`config.mk`:
```
export PLATFORM = sky130hd
export DESIGN_NAME = station_access_arbiter
export DESIGN_NICKNAME = d
export VERILOG_FILES = /design/src/rtl/station_access_arbiter.sv
export SDC_FILE = /design/constraint.sdc
export NUM_CORES = 1
export LEC_CHECK = 0
export CORE_UTILIZATION = 50
export DETAILED_ROUTE_END_ITERATION = 16
export PLACE_DENSITY = 0.77
export SYNTH_ARGS = -nofsm -noshare
export SYNTH_HDL_FRONTEND = slang
export SYNTH_SLANG_ARGS = --single-unit
```
`constraint.sdc`:
```
create_clock -name clk_in -period 5.9 [get_ports clk_in]
set_clock_uncertainty 0.1 [all_clocks]
set_input_delay 1.18 -clock clk_in [delete_from_list [all_inputs] [get_ports clk_in]]
set_output_delay 1.18 -clock clk_in [all_outputs]
set_load 0.03 [all_outputs]
```
`src/rtl/station_access_arbiter.sv`:
```
// station_access_arbiter
// Once per frame, turns both players' chop/carry buttons into read-modify-write
// operations on the shared single-port kitchen tile RAM. The two players are
// served one after the other with round-robin priority. The block also tracks
// the item each player carries and each player's chop-progress counter.
//
// Ports:
//   clk_in, reset        system clock, synchronous active-high reset
//   frame_tick           one-cycle pulse per frame; sampled only while idle
//   pN_x, pN_y, pN_dir   player position (pixels) and facing (0 L,1 R,2 U,3 D)
//   pN_chop, pN_carry    button levels
//   mem_addr/we/wdata    tile RAM port (addr = row*TILE_COLS + col)
//   mem_rdata            tile RAM data, MEM_LATENCY cycles after mem_addr
//   pN_held              carried item code (0 = empty hands)
//   pN_chop_prog         frames of chop accumulated on the current raw tile
//   busy                 an access sequence is in progress
module station_access_arbiter #(
  parameter int ARENA_X0    = 144,
  parameter int ARENA_Y0    = 144,
  parameter int TILE_COLS   = 10,
  parameter int TILE_ROWS   = 5,
  parameter int CHOP_FRAMES = 30,
  parameter int MEM_LATENCY = 2
) (
  input  logic       clk_in,
  input  logic       reset,
  input  logic       frame_tick,
  input  logic [8:0] p0_x,
  input  logic [8:0] p1_x,
  input  logic [8:0] p0_y,
  input  logic [8:0] p1_y,
  input  logic [1:0] p0_dir,
  input  logic [1:0] p1_dir,
  input  logic       p0_chop,
  input  logic       p1_chop,
  input  logic       p0_carry,
  input  logic       p1_carry,
  output logic [5:0] mem_addr,
  output logic       mem_we,
  output logic [3:0] mem_wdata,
  input  logic [3:0] mem_rdata,
  output logic [3:0] p0_held,
  output logic [3:0] p1_held,
  output logic [5:0] p0_chop_prog,
  output logic [5:0] p1_chop_prog,
  output logic       busy
);

  typedef enum logic [2:0] {S_IDLE, S_RD, S_EXEC, S_WR, S_NEXT} state_t;

  localparam logic signed [11:0] OFF_X  = 12'(16 - ARENA_X0);
  localparam logic signed [11:0] OFF_Y  = 12'(16 - ARENA_Y0);
  localparam logic signed [11:0] COLS_S = 12'(TILE_COLS);
  localparam logic signed [11:0] ROWS_S = 12'(TILE_ROWS);
  localparam int                 CW     = (MEM_LATENCY > 1) ? $clog2(MEM_LATENCY) : 1;
  localparam logic [CW-1:0]      CNT_LAST = CW'(MEM_LATENCY - 1);

  logic [1:0][8:0] px, py;
  logic [1:0][1:0] pdir;
  logic [1:0]      chop_in, carry_in;
  logic [1:0]      face_ok;
  logic [1:0][5:0] face_addr;

  assign px       = {p1_x, p0_x};
  assign py       = {p1_y, p0_y};
  assign pdir     = {p1_dir, p0_dir};
  assign chop_in  = {p1_chop, p0_chop};
  assign carry_in = {p1_carry, p0_carry};

  // Facing tile per player. Arithmetic is signed so that players left of or
  // above the arena origin land on negative tiles and are rejected.
  genvar gi;
  generate
    for (gi = 0; gi < 2; gi++) begin : g_face
      logic signed [11:0] col, row, fcol, frow;
      assign col = ($signed({3'b000, px[gi]}) + OFF_X) >>> 5;
      assign row = ($signed({3'b000, py[gi]}) + OFF_Y) >>> 5;
      always_comb begin
        fcol = col;
        frow = row;
        case (pdir[gi])
          2'd0:    fcol = col - 12'sd1;
          2'd1:    fcol = col + 12'sd1;
          2'd2:    frow = row - 12'sd1;
          default: frow = row + 12'sd1;
        endcase
      end
      assign face_ok[gi]   = (fcol >= 12'sd0) && (fcol < COLS_S) &&
                             (frow >= 12'sd0) && (frow < ROWS_S);
      assign face_addr[gi] = 6'(frow[5:0] * 6'(TILE_COLS)) + fcol[5:0];
    end
  endgenerate

  state_t          state_q, state_d;
  logic [CW-1:0]   cnt_q, cnt_d;
  logic            cur_q, cur_d;         // player currently being served
  logic            pending_q, pending_d; // other player still to be served
  logic            ptr_q, ptr_d;         // round-robin priority pointer
  logic [1:0]      carry_prev_q, carry_prev_d;
  logic [1:0]      carry_edge_q, carry_edge_d;
  logic [1:0][5:0] addr_q, addr_d;
  logic [1:0][3:0] held_q, held_d;
  logic [1:0][5:0] prog_q, prog_d;
  logic [1:0][5:0] chop_addr_q, chop_addr_d;
  logic [5:0]      mem_addr_q, mem_addr_d;
  logic            mem_we_q, mem_we_d;
  logic [3:0]      mem_wdata_q, mem_wdata_d;

  logic [1:0] cedge_c, req_c;
  logic       first_c;
  logic [5:0] prog_n;
  logic [3:0] tile_c;

  always_comb begin
    state_d      = state_q;
    cnt_d        = cnt_q;
    cur_d        = cur_q;
    pending_d    = pending_q;
    ptr_d        = ptr_q;
    carry_prev_d = carry_prev_q;
    carry_edge_d = carry_edge_q;
    addr_d       = addr_q;
    held_d       = held_q;
    prog_d       = prog_q;
    chop_addr_d  = chop_addr_q;
    mem_addr_d   = mem_addr_q;
    mem_we_d     = 1'b0;
    mem_wdata_d  = mem_wdata_q;
    cedge_c      = carry_in & ~carry_prev_q;
    req_c        = face_ok & (cedge_c | chop_in);
    first_c      = (req_c == 2'b11) ? ptr_q : req_c[1];
    prog_n       = '0;
    tile_c       = mem_rdata;

    case (state_q)
      S_IDLE: begin
        if (frame_tick) begin
          carry_prev_d = carry_in;
          carry_edge_d = cedge_c;
          addr_d       = face_addr;
          // A player without a request has either released chop or faces
          // outside the arena; either way its chop run is broken.
          for (int i = 0; i < 2; i++) begin
            if (!req_c[i]) prog_d[i] = '0;
          end
          if (req_c != 2'b00) begin
            cur_d      = first_c;
            pending_d  = (req_c == 2'b11);
            if (req_c == 2'b11) ptr_d = ~ptr_q;
            mem_addr_d = face_addr[first_c];
            cnt_d      = '0;
            state_d    = S_RD;
          end
        end
      end
      S_RD: begin
        if (cnt_q == CNT_LAST) state_d = S_EXEC;
        else                   cnt_d   = cnt_q + 1'b1;
      end
      S_EXEC: begin
        if (carry_edge_q[cur_q]) begin
          prog_d[cur_q] = '0;
          if (held_q[cur_q] == 4'd0 && tile_c != 4'd0 && tile_c <= 4'd7) begin
            held_d[cur_q] = tile_c;
            mem_we_d      = 1'b1;
            mem_wdata_d   = 4'd0;
          end else if (held_q[cur_q] != 4'd0 && tile_c == 4'd0) begin
            held_d[cur_q] = 4'd0;
            mem_we_d      = 1'b1;
            mem_wdata_d   = held_q[cur_q];
          end
        end else if (tile_c == 4'd1 && held_q[cur_q] == 4'd0) begin
          // A nonzero count means the previous frame chopped; it only
          // continues if that chop was on this same tile.
          prog_n = (prog_q[cur_q] != '0 && chop_addr_q[cur_q] == addr_q[cur_q])
                   ? prog_q[cur_q] + 6'd1 : 6'd1;
          chop_addr_d[cur_q] = addr_q[cur_q];
          if (prog_n == 6'(CHOP_FRAMES)) begin
            prog_d[cur_q] = '0;
            mem_we_d      = 1'b1;
            mem_wdata_d   = 4'd2;
          end else begin
            prog_d[cur_q] = prog_n;
          end
        end else begin
          prog_d[cur_q] = '0;
        end
        state_d = S_WR;
      end
      S_WR: begin
        state_d = S_NEXT;
      end
      S_NEXT: begin
        if (pending_q) begin
          pending_d  = 1'b0;
          cur_d      = ~cur_q;
          mem_addr_d = addr_q[~cur_q];
          cnt_d      = '0;
          state_d    = S_RD;
        end else begin
          state_d = S_IDLE;
        end
      end
      default: state_d = S_IDLE;
    endcase
  end

  always_ff @(posedge clk_in) begin
    if (reset) begin
      state_q      <= S_IDLE;
      cnt_q        <= '0;
      cur_q        <= 1'b0;
      pending_q    <= 1'b0;
      ptr_q        <= 1'b0;
      carry_prev_q <= '0;
      carry_edge_q <= '0;
      addr_q       <= '0;
      held_q       <= '0;
      prog_q       <= '0;
      chop_addr_q  <= '0;
      mem_addr_q   <= '0;
      mem_we_q     <= 1'b0;
      mem_wdata_q  <= '0;
    end else begin
      state_q      <= state_d;
      cnt_q        <= cnt_d;
      cur_q        <= cur_d;
      pending_q    <= pending_d;
      ptr_q        <= ptr_d;
      carry_prev_q <= carry_prev_d;
      carry_edge_q <= carry_edge_d;
      addr_q       <= addr_d;
      held_q       <= held_d;
      prog_q       <= prog_d;
      chop_addr_q  <= chop_addr_d;
      mem_addr_q   <= mem_addr_d;
      mem_we_q     <= mem_we_d;
      mem_wdata_q  <= mem_wdata_d;
    end
  end

  assign mem_addr     = mem_addr_q;
  assign mem_we       = mem_we_q;
  assign mem_wdata    = mem_wdata_q;
  assign p0_held      = held_q[0];
  assign p1_held      = held_q[1];
  assign p0_chop_prog = prog_q[0];
  assign p1_chop_prog = prog_q[1];
  assign busy         = (state_q != S_IDLE);

endmodule

```
==> results of run 1 <==
## path summary, 6_finish.rpt
check                          to  cells after the start  slack (ns)             from
hold reg to reg   carry_prev_q[0]                      2        0.36  carry_prev_q[0]
setup / recovery       addr_q[11]                     16        1.09        p1_dir[1]
hold / removal    carry_prev_q[0]                      2        0.36  carry_prev_q[0]
setup reg to reg  p1_chop_prog[3]                     11        2.70            cur_q
## registers in the layout, indices dropped and copies added (netlist names), 3 cells and up
signal        flops
chop_addr_q      12
mem_addr          6
p0_held           4
state_q           3
p1_held           4
addr_q           12
p0_chop_prog      6
p1_chop_prog      6
mem_wdata         4
## power by group through the flow
stage / clock, µW / sequential, µW / combinational [µW]
after floorplan: 0 / 502 / 358
after global placement: 0 / 506 / 457
after detailed placement: 0 / 507 / 473
after CTS: 394 / 497 / 476
after global routing: 413 / 500 / 532
final: 395 / 497 / 478
## tightest hold or removal path: cells and delay by family (launching register included)
kind,cells,cell delay [ns]
AO/OA/AOI/OAI,1,0.05
flip-flops,1,0.31
AND/OR/NAND/NOR,1,0.05
## final cells by class
cell class,count,area share
clock inverter,5,0.008896
timing repair buffer,66,0.1093
multi-input combinational,468,0.5802
sequential,66,0.2237
tap,133,0.02817
inverter,38,0.02415
clock buffer,11,0.02563
## cell families after synthesis
logic type               after synthesis  synth area share
AND/OR/NAND/NOR                      205            0.2064
XOR/XNOR                              45           0.07834
multiplexers                          49           0.09948
buffers and inverters                 64           0.05620
adder cells (fa/ha/maj)               42            0.1134
flip-flops                            66            0.2626
AO/OA/AOI/OAI                        127            0.1835
## through the flow
stage          worst slack (ns)  area, µm²
2_1_floorplan             1.128       5031
3_3_place_gp             0.8494       5703
3_5_place_dp             0.7934       5703
4_1_cts                   1.135       5907
5_1_grt                  0.8021       5907
6_report                  1.092       5907
## Yosys cell counts, drive strengths merged (7+ instances only)
master  instances
a21o           10
dfxtp          66
a21oi          43
nor2b          10
buf            12
mux2            8
xor2           16
inv            38
o21ai          17
nand3          16
nand2b          7
nor3           12
nand4           7
clkbuf         14
nor4            8
ha             36
a211oi          8
xnor2          29
nand2          47
nor2           63
mux2i          41
## layer usage
| metal | up-vias | part of all wire |
|---|---|---|
| met2 | 118 | 0.49 |
| met3 | 13 | 0.042 |
| met5 | - | 0 |
| li1 | 2241 | - |
| met1 | 2107 | 0.45 |
| met4 | 0 | 0.011 |
==> impl_results.md, run 1 <==
- Status: finished, final reports clean
- CP Launch Type: input pin
- Clock share of power: 0.289
- RSZ-0062 raised after global routing: no
- Syn Inst Count: around 600
- Crit path largest cell delay: around 0.47 ns
- CP Class: in2reg
- Data arrival time of the critical path: around 5.0 ns
- Routed Antenna Nets: 0
- Max-slew violation count: 0
- Core Area: a little under 0.01 mm²
- EDFF count, synth: 0
- Num CTS Buffers: 9
- TritonRoute pass-1 iters: 5
- # H-tree levels: 3
- Multi-input gate area: 0.003427 mm²
- Met3 Usage GRT: 0.02531
- Register area share after synthesis: 0.2626
- Commonest non-fill, non-tap cell in the layout: dfxtp_1
- GRT met2 Usage: 0.4269
- Detailed Route Iter0 Violations: about 240
- Slew HR: 0.4758
- Nets: about 740
- Cell Chain, Critical Path: clkdlybuf4s50_1 > inv_1 > nor2_1 > ha_1 > a21oi_1 > a21oi_1 > o21ai_0 > a21boi_0 > ha_1 > ha_1 > ha_1 > a21oi_1 > xnor2_1 > xnor2_1 > nand2_1 > a21oi_1
- Antenna Cells: 0
- Reg clk slew, reported paths: ~0.07 ns
- Via count: between 4k and 5k
- Post-Syn Area: roughly 0.005 mm²
- Critical-path maximum fanout: 8
- Placed Cells incl. Taps: about 770
- Final setup vio count: 0
- Util after Layout: 0.6043
- Required time worst endpoint: 6.09 ns
- Wirelength per Cell: approximately 15 µm
- Delay-heaviest family, CP: adder cells
- Ys Warns: 0
- Worst-Skew Late Latency: 0.36 ns
- Distinct cell type count after synthesis: 73
- Max VDD drop: approximately 0.12 mV
- Setup TNS: 0 ns
- Num rows: 36
- Logic pwr share: 0.349
- # DRC: 0
- Syn nets: a little under 700
- CTS Buffer Depth: 2
- Non-filler cells, final: about 790
- Element type at the critical path end: flip-flop
- Max Cap Violations: 0
- Worst Tran Pin Value: about 0.78 ns
- Vias in the first global route: roughly 4.3k
- Root Buffer: clkbuf_8
- Leakage: around 0.0024 µW
- Number of port buffers: 62
- Tot Pwr: 1369 µW
- Final wirelength: ~12000 µm
- Post_cts resized: 0
- Chip Height: a little over 100 µm
- Half-perimeter wire length after placement: a little over 9000 µm
- Gr ovfl total: 0
- Hold_buf cts: 0
- DR vias/cell: ~5.7
- Gp weighted congestion: ~0.85
- First-pass GRT wire length: between 15000 and 20000 µm
- Die ar.: about 0.010 mm²
- Share of cells above drive strength 1: 0.07034
- Switch Pwr: approximately 470 µW
- I/O pins: between 80 and 90
- Critical path's slowest cell: clkdlybuf4s50_1
- FF/Latch Area: about 0.0013 mm²
- Sequential Power Share: 0.363
- FMAX: between 0.2 and 0.25 GHz
- Pint: about 900 µW
- Met1 track demand over resource: 0.3059
- Hold slack: roughly 0.36 ns
- Final worst path period share: 0.8149
- Hold crit path type: reg2reg
- Starting Density: 0.5147
- Top-area cell type share of the netlist area: 0.2626
- Switch share: 0.3420
- Async S/R FF share, synth: 0
- Area grow syn2layout: 17.41%
- Die width: 102.3 µm
- Initial antenna violation count: 0
- GR peak layer: met2
- Commonest non-fill, non-tap cells in the layout: dfxtp_1, nor2_1, clkdlybuf4s50_1
- Largest net degree at the start of global routing: 60
- Fill count: about 900
- Post-CTS setup buffers: 0
- TritonCTS clock tree: built
- GRT Overall Usage: 0.2411
- Synth top area cells: dfxtp_1, ha_1, mux2i_1, xnor2_1, nor2_1
- Power per Cell Area: 231.8 mW/mm²
- Area leader, netlist: dfxtp_1
- Fin crit period: around 4.8 ns
- Count of buffer and inverter cells on the critical path: 2
- Main flop type after synthesis: dfxtp_1
- Synthesized area per cell: 8.413 µm²
- Synth Register Bits: between 60 and 70
- Clock sink total: 66
- Fin. Hold Viols: 0
Power figures use the tool's default switching activity.
==> run 2, diff against run 1 <==
--- a/config.mk
+++ b/config.mk
@@ -5,9 +5,9 @@
 export SDC_FILE = /design/constraint.sdc
 export NUM_CORES = 1
 export LEC_CHECK = 0
-export CORE_UTILIZATION = 50
+export CORE_UTILIZATION = 49
 export DETAILED_ROUTE_END_ITERATION = 16
-export PLACE_DENSITY = 0.77
+export PLACE_DENSITY = 0.78
 export SYNTH_ARGS = -nofsm -noshare
 export SYNTH_HDL_FRONTEND = slang
 export SYNTH_SLANG_ARGS = --single-unit
==> constraint.sdc (replaced) <==
create_clock -name clk_in -period 3.9 [get_ports clk_in]
set_clock_uncertainty 0.1 [all_clocks]
set_input_delay 0.78 -clock clk_in [delete_from_list [all_inputs] [get_ports clk_in]]
set_output_delay 0.78 -clock clk_in [all_outputs]
set_load 0.03 [all_outputs]
==> run 2 against run 1 <==
  * Critical endpoint is now mem_addr[1]
  * Wire length increased by 13%
  * Die area increased by 2.0%
  * First-iteration DRC count increased by 5.8%
==> impl_results.md, run 2 (same netlist as run 1, synthesis figures left out) <==
- FF/Latch Area: around 0.0013 mm²
- RSZ-0062 raised after global routing: yes
- Leakage: between 0.002 and 0.003 µW
- Via count: roughly 5k
- Tot Pwr: 2343 µW
- Hold_buf cts: 0
- Critical path's slowest cell: clkdlybuf4s50_1
- # H-tree levels: 3
- GRT Overall Usage: 0.2546
- Delay-heaviest family, CP: compound AO/OA/AOI/OAI gates
- Element type at the critical path end: flip-flop
- Worst Tran Pin Value: 0.7386 ns
- Largest net degree at the start of global routing: 36
- FMAX: roughly 0.26 GHz
- Finished Cell Area: about 0.0067 mm²
- Half-perimeter wire length after placement: 9790 µm
- Final setup vio count: 0
- TritonRoute pass-1 iters: 5
- Post-placement cell area: 0.006203 mm²
- Number of port buffers: 62
- TritonCTS clock tree: built
- FF-to-FF setup slack: roughly 0.85 ns
- Wirelength per Cell: about 16 µm
- # DRC: 0
- Initial antenna violation count: 0
- R2R cell count: 8
- I/O pins: 83
- Commonest non-fill, non-tap cell in the layout: buf_4
- Commonest non-fill, non-tap cells in the layout: buf_4, dfxtp_1, nor2_1
- Max-slew violation count: 0
- CP Class: in2reg
- CTS Buffer Depth: 2
- Area grow syn2layout: 32.78%
- WHS Endpoint: carry_prev_q[0]
- Required time worst endpoint: between 4 and 5 ns
- First-pass GRT wire length: about 21000 µm
- Worst-Skew Late Latency: about 0.35 ns
- Chip Height: 103.3 µm
- Final worst path period share: 0.9853
- Status: finished, final reports clean
- Hold crit path type: reg2reg
- CP Launch Type: input pin
- Cell Chain, Critical Path: clkdlybuf4s50_1 > inv_1 > ha_1 > inv_1 > ha_1 > buf_4 > nor4bb_1 > a311o_1 > a311oi_2 > and4_1 > and3_4 > o211ai_4 > buf_4 > nor3b_2 > o31ai_2
- Reg clk slew, reported paths: 0.07 ns
- Gr ovfl total: 0
- Root Buffer: clkbuf_8
- Biggest regs: addr_q (12), chop_addr_q (12)
- Routed Antenna Nets: 0
- Max VDD drop: between 0.15 and 0.2 mV
- Antenna Cells: 0
- Power per Cell Area: 350.8 mW/mm²
- Gp weighted congestion: ~0.89
- Data arrival time of the critical path: 4.01 ns
- Final wirelength: 13330 µm
- Num rows: 36
- Setup TNS: 0 ns
- Detailed Route Iter0 Violations: approximately 260
- Die width: around 100 µm
- Nets: around 800
- Hold Startpoint: carry_prev_q[0]
- Slew HR: 0.5031
- Crit Reg-Reg Startpoint: cur_q
- Multi-input gate area: between 0.003 and 0.004 mm²
- Num CTS Buffers: 9
- Fin. Hold Viols: 0
- Fill count: approximately 790
- Die ar.: 0.01068 mm²
- Clock sink total: 66
- Count of buffer and inverter cells on the critical path: 5
- RR Endpoint: p1_chop_prog[1]
- DR vias/cell: 5.722
- Starting Density: 0.5100
- Max Cap Violations: 0
- Share of cells above drive strength 1: 0.1997
- Crit path largest cell delay: about 0.47 ns
- Core Area: slightly below 0.01 mm²
- Hold Path Depth: 2
- Vias in the first global route: 4669
- Critical-path maximum fanout: 5
- Fin crit period: a little under 4 ns
[run 2: power breakdown]
| part | switching [µW] | total [µW] | leakage [µW] | internal (µW) |
|---|---|---|---|---|
| clock network | 254 | 598 | 0.000106 | 343 |
| logic | 473 | 990 | 0.00215 | 517 |
| registers | 45.4 | 756 | 0.000535 | 710 |
[run 2: timing repair]
item                                    4_1_cts  5_1_grt
cloned                                        0        2
setup buffers                                 6        2
gates resized for setup                       8       27
endpoints found under the setup margin        1       12
pin swaps                                    11       20
hold endpoints to repair                      0        0
[run 2: through the flow]
step / instances / util / hold WS [ns] / setup WS (ns)
2_1_floorplan: 598 / - / 0.3367 / 0.009502
3_3_place_gp: 834 / 0.6289 / 0.3443 / -0.3592
3_5_place_dp: 834 / 0.6289 / 0.3593 / -0.4985
4_1_cts: 855 / 0.6591 / 0.3688 / 0.01772
5_1_grt: 859 / 0.6772 / 0.3971 / -0.04571
6_report: 859 / 0.6772 / 0.3713 / 0.05715
[run 2: final cells by class]
cell class | instances | area share
Clock buffer | 13 | 0.02529
Clock inverter | 2 | 0.005244
Inverter | 38 | 0.02135
Multi-Input combinational cell | 470 | 0.5477
Sequential cell | 66 | 0.1978
Tap cell | 133 | 0.02491
Timing Repair Buffer | 137 | 0.1777
[run 2: tightest hold or removal path, delay by kind of cell (launching register included)]
family             cells  cell delay (ns)
AOI/OAI and AO/OA      1             0.06
DFF                    1             0.31
and+or+nand+nor        1             0.05
[run 2: worst max-delay path by stage]
stage                     cells after the start  slack, ns  startpoint     endpoint
after floorplan                              17       0.01   p0_dir[1]  mem_addr[5]
after global placement                       16      -0.36   p0_dir[1]  mem_addr[5]
after detailed placement                     16      -0.50   p0_dir[1]  mem_addr[5]
after CTS                                    16       0.02     p1_y[7]   addr_q[11]
after global routing                         14      -0.05     p1_y[7]  mem_addr[1]
final                                        15       0.06     p1_y[7]  mem_addr[1]
[run 2: metal layers]
layer	track usage	vias to the layer above	routed length, µm
met2	0.4656	182	6732
met3	0.04234	42	671
met4	0.09859	0	442
met1	0.2965	2299	5487
li1	-	2392	-
met5	0	-	0
==> RTL edit: new RTL, flow settings as in run 2 <==
Make the reset (`reset`) asynchronous in one clocked block. Comments in the files are not updated.
--- a/src/rtl/station_access_arbiter.sv
+++ b/src/rtl/station_access_arbiter.sv
@@ -206,5 +206,5 @@
   end
 
-  always_ff @(posedge clk_in) begin
+  always_ff @(posedge clk_in or posedge reset) begin
     if (reset) begin
       state_q      <= S_IDLE;
Check against the original RTL: differs if reset is asserted again (counterexample within 4 cycles, from zero or initial values and one cycle with reset high); with reset held inactive, the same outputs for 10 cycles.
==> RTL edit against run 2 <==
Area after synthesis increased by 2.0%; die area up 2.0%; worst hold slack got worse by 0.00070 ns; setup slack improved by 0.028 ns; final area increased by 5.4%; final cell count down 2.1%; sequential cell count unchanged; core utilization is 3.0 points higher; routed wire length is 2.6% lower; total power up 37%; largest power group unchanged.
==> RTL edit: results (changes against run 2) <==
synth:
  seq_area_frac_synth: 0.322  # +0.0592
  synth_area_leaders: "dfrtp_1 32%, ha_1 9.0%, mux2i_1 5.1%"
  synthFlopType: "dfrtp_1"
  synth_commonest_cells: "66 x dfrtp_1, 50 x inv_1, 50 x nand2_1, 37 x ha_1, 31 x nor2_1"
  ys_types: 67  # -8.2%
  synth-async-reset-ratio: 1.00  # +1.00
  yosysWarnings: 0  # unchanged
  synth_nets: 652  # -5.6%
clock_tree:
  ctsLongestPathBuffers: 2  # unchanged
  clock_latency_ns: 0.35  # about the same
  clk_pin_slew_ns: 0.07  # about the same
  cts-root-buf: "clkbuf_8"
  cts_max_level: 3  # unchanged
  numCtsBuffers: 9  # unchanged
  hold_buffers: 0  # unchanged
global_route:
  grt_start_max_net_pins: 31  # -14%
  grt_pass1_wl_um: 21500  # +1.2%
  grt_pass1_vias: 4786  # +2.5%
  grt_util_all_layers: 0.240  # -0.0144
  antenna_found_initial: 0  # unchanged
route:
  dr.first_iter.drc_count: 287  # +12%
  via_count: 4664  # -5.1%
  first_pass_iters: 5  # unchanged
  postRouteWirelength_um: 13000  # -2.6%
  post-route-drc-count: 0  # unchanged
place:
  port_buffers: 62  # unchanged
  placed_area_sq_um: 6560  # +5.8%
  gp_congestion: 0.885  # -0.19%
  dp_hpwl_um: 9900  # +1.1%
  dp_slack_ns: -0.674  # -0.175 ns
setup_path:
  arrival_ns: 3.94  # -0.07 ns
  crit_fanout: 3  # -2
  cp_slowest_cell: "clkdlybuf4s50_1"
  cpPeakStageDelay_ns: 0.48
timing:
  worst_pin_slew_ns: 0.876  # +0.138 ns
pwr:
  peakVddDrop_mv: 0.279  # +70%
  intPower_uw: 1940  # +24%
  total_leakage_power_uw: 0.00319  # +14%
status:
  status: "complete, no violations"
worst_hold_path:
  hold_class: "flop to flop"
finish:
  fin_nets: 797  # -2.2%
  drive_gt1_frac: 0.264  # +0.0644
  reg.largest.list: "addr_q: 12 flops, chop_addr_q: 12 flops"
  fillers: 730  # -7.0%
  n_antenna_cell: 0  # unchanged
-- RTL edit: cell types whose count changed after synthesis, moves of 7 or more --
cell / delta
dfrtp_1: +66
clkbuf_1: -8
dfxtp_1: -66
o21ai_1: +9
o21ai_0: +14
mux2_1: +15
a21oi_1: -17
inv_1: +12
nor2_1: -30
mux2i_1: -15
nand3_1: -7
-- RTL edit: power by group through the flow --
stage	clock network [uW]	logic, uW	registers (uW)
finish	591	1590	1040
global route	630	1730	1060
CTS	599	1530	1040
detailed placement	0	1500	1050
global placement	0	1450	1040
floorplan	0	933	1070
-- RTL edit: cell type report --
type / count / area, sq um / share of cell area
Clock buffer: 10 / 138 / 0.0195
Sequential cell: 66 / 1650 / 0.234
Clock inverter: 6 / 66.3 / 0.00942
Inverter: 53 / 199 / 0.0282
Multi-Input combinational cell: 424 / 3550 / 0.505
Timing Repair Buffer: 149 / 1270 / 0.180
Tap cell: 133 / 166 / 0.0236
-- RTL edit: timing repair --
action                                  4_1_cts  5_1_grt
buffers inserted                              3        7
cloned                                        0        0
resized for setup                            27       38
endpoints found under the setup margin        2        1
pin swaps                                    17       24
endpoints found under the hold margin         0        0
-- RTL edit: layer usage --
| layer | global-route usage | part of all wire | up-vias |
|---|---|---|---|
| met2 | 0.424 | 0.51 | 123 |
| met1 | 0.289 | 0.43 | 2252 |
| li1 | - | - | 2267 |
| met4 | 0.0918 | 0.016 | 0 |
| met3 | 0.0420 | 0.040 | 22 |
| met5 | 0 | 0 | - |
-- RTL edit: logic make-up (layout without fill, tap and decap cells) --
group,Yosys count,count (layout),share of synthesized area
DFF,66,66,0.322
adders and majority gates,43,43,0.114
buffers and inverters,68,218,0.0524
and+or+nand+nor,154,154,0.157
AOI/OAI and AO/OA,130,130,0.171
muxes,50,50,0.103
xor gates and xnor gates,47,47,0.0802
-- RTL edit: per-stage QoR --
stage / cells / util / setup TNS, ns
global placement: 815 / 0.659 / -2.59
finish: 841 / 0.708 / 0
global route: 841 / 0.708 / -0.0384
floorplan: 558 / - / -0.0475
detailed placement: 815 / 0.659 / -4.77
CTS: 834 / 0.690 / 0
-- RTL edit: worst paths after layout --
check / startpoint / to / slack [ns] / depth (start not counted)
worst max-delay path: p1_x[7] / mem_addr[5] / 0.08 / 16
worst min-delay path: ptr_q / ptr_q / 0.37 / 1
worst max register to register: cur_q / p0_chop_prog[2] / 0.71 / 9
worst min register to register: ptr_q / ptr_q / 0.37 / 1
max in group asynchronous: reset / p0_chop_prog[2] / 2.27 / 3
min in group asynchronous: reset / chop_addr_q[6] / 0.73 / 2
-- RTL edit: critical path: cells and delay by family --
family | cells | cell delay, ns
mux | 1 | 0.12
compound gates | 4 | 0.78
xor+xnor | 5 | 0.75
buf+inv | 3 | 0.71
simple gates | 1 | 0.19
fa+ha+maj | 2 | 0.60
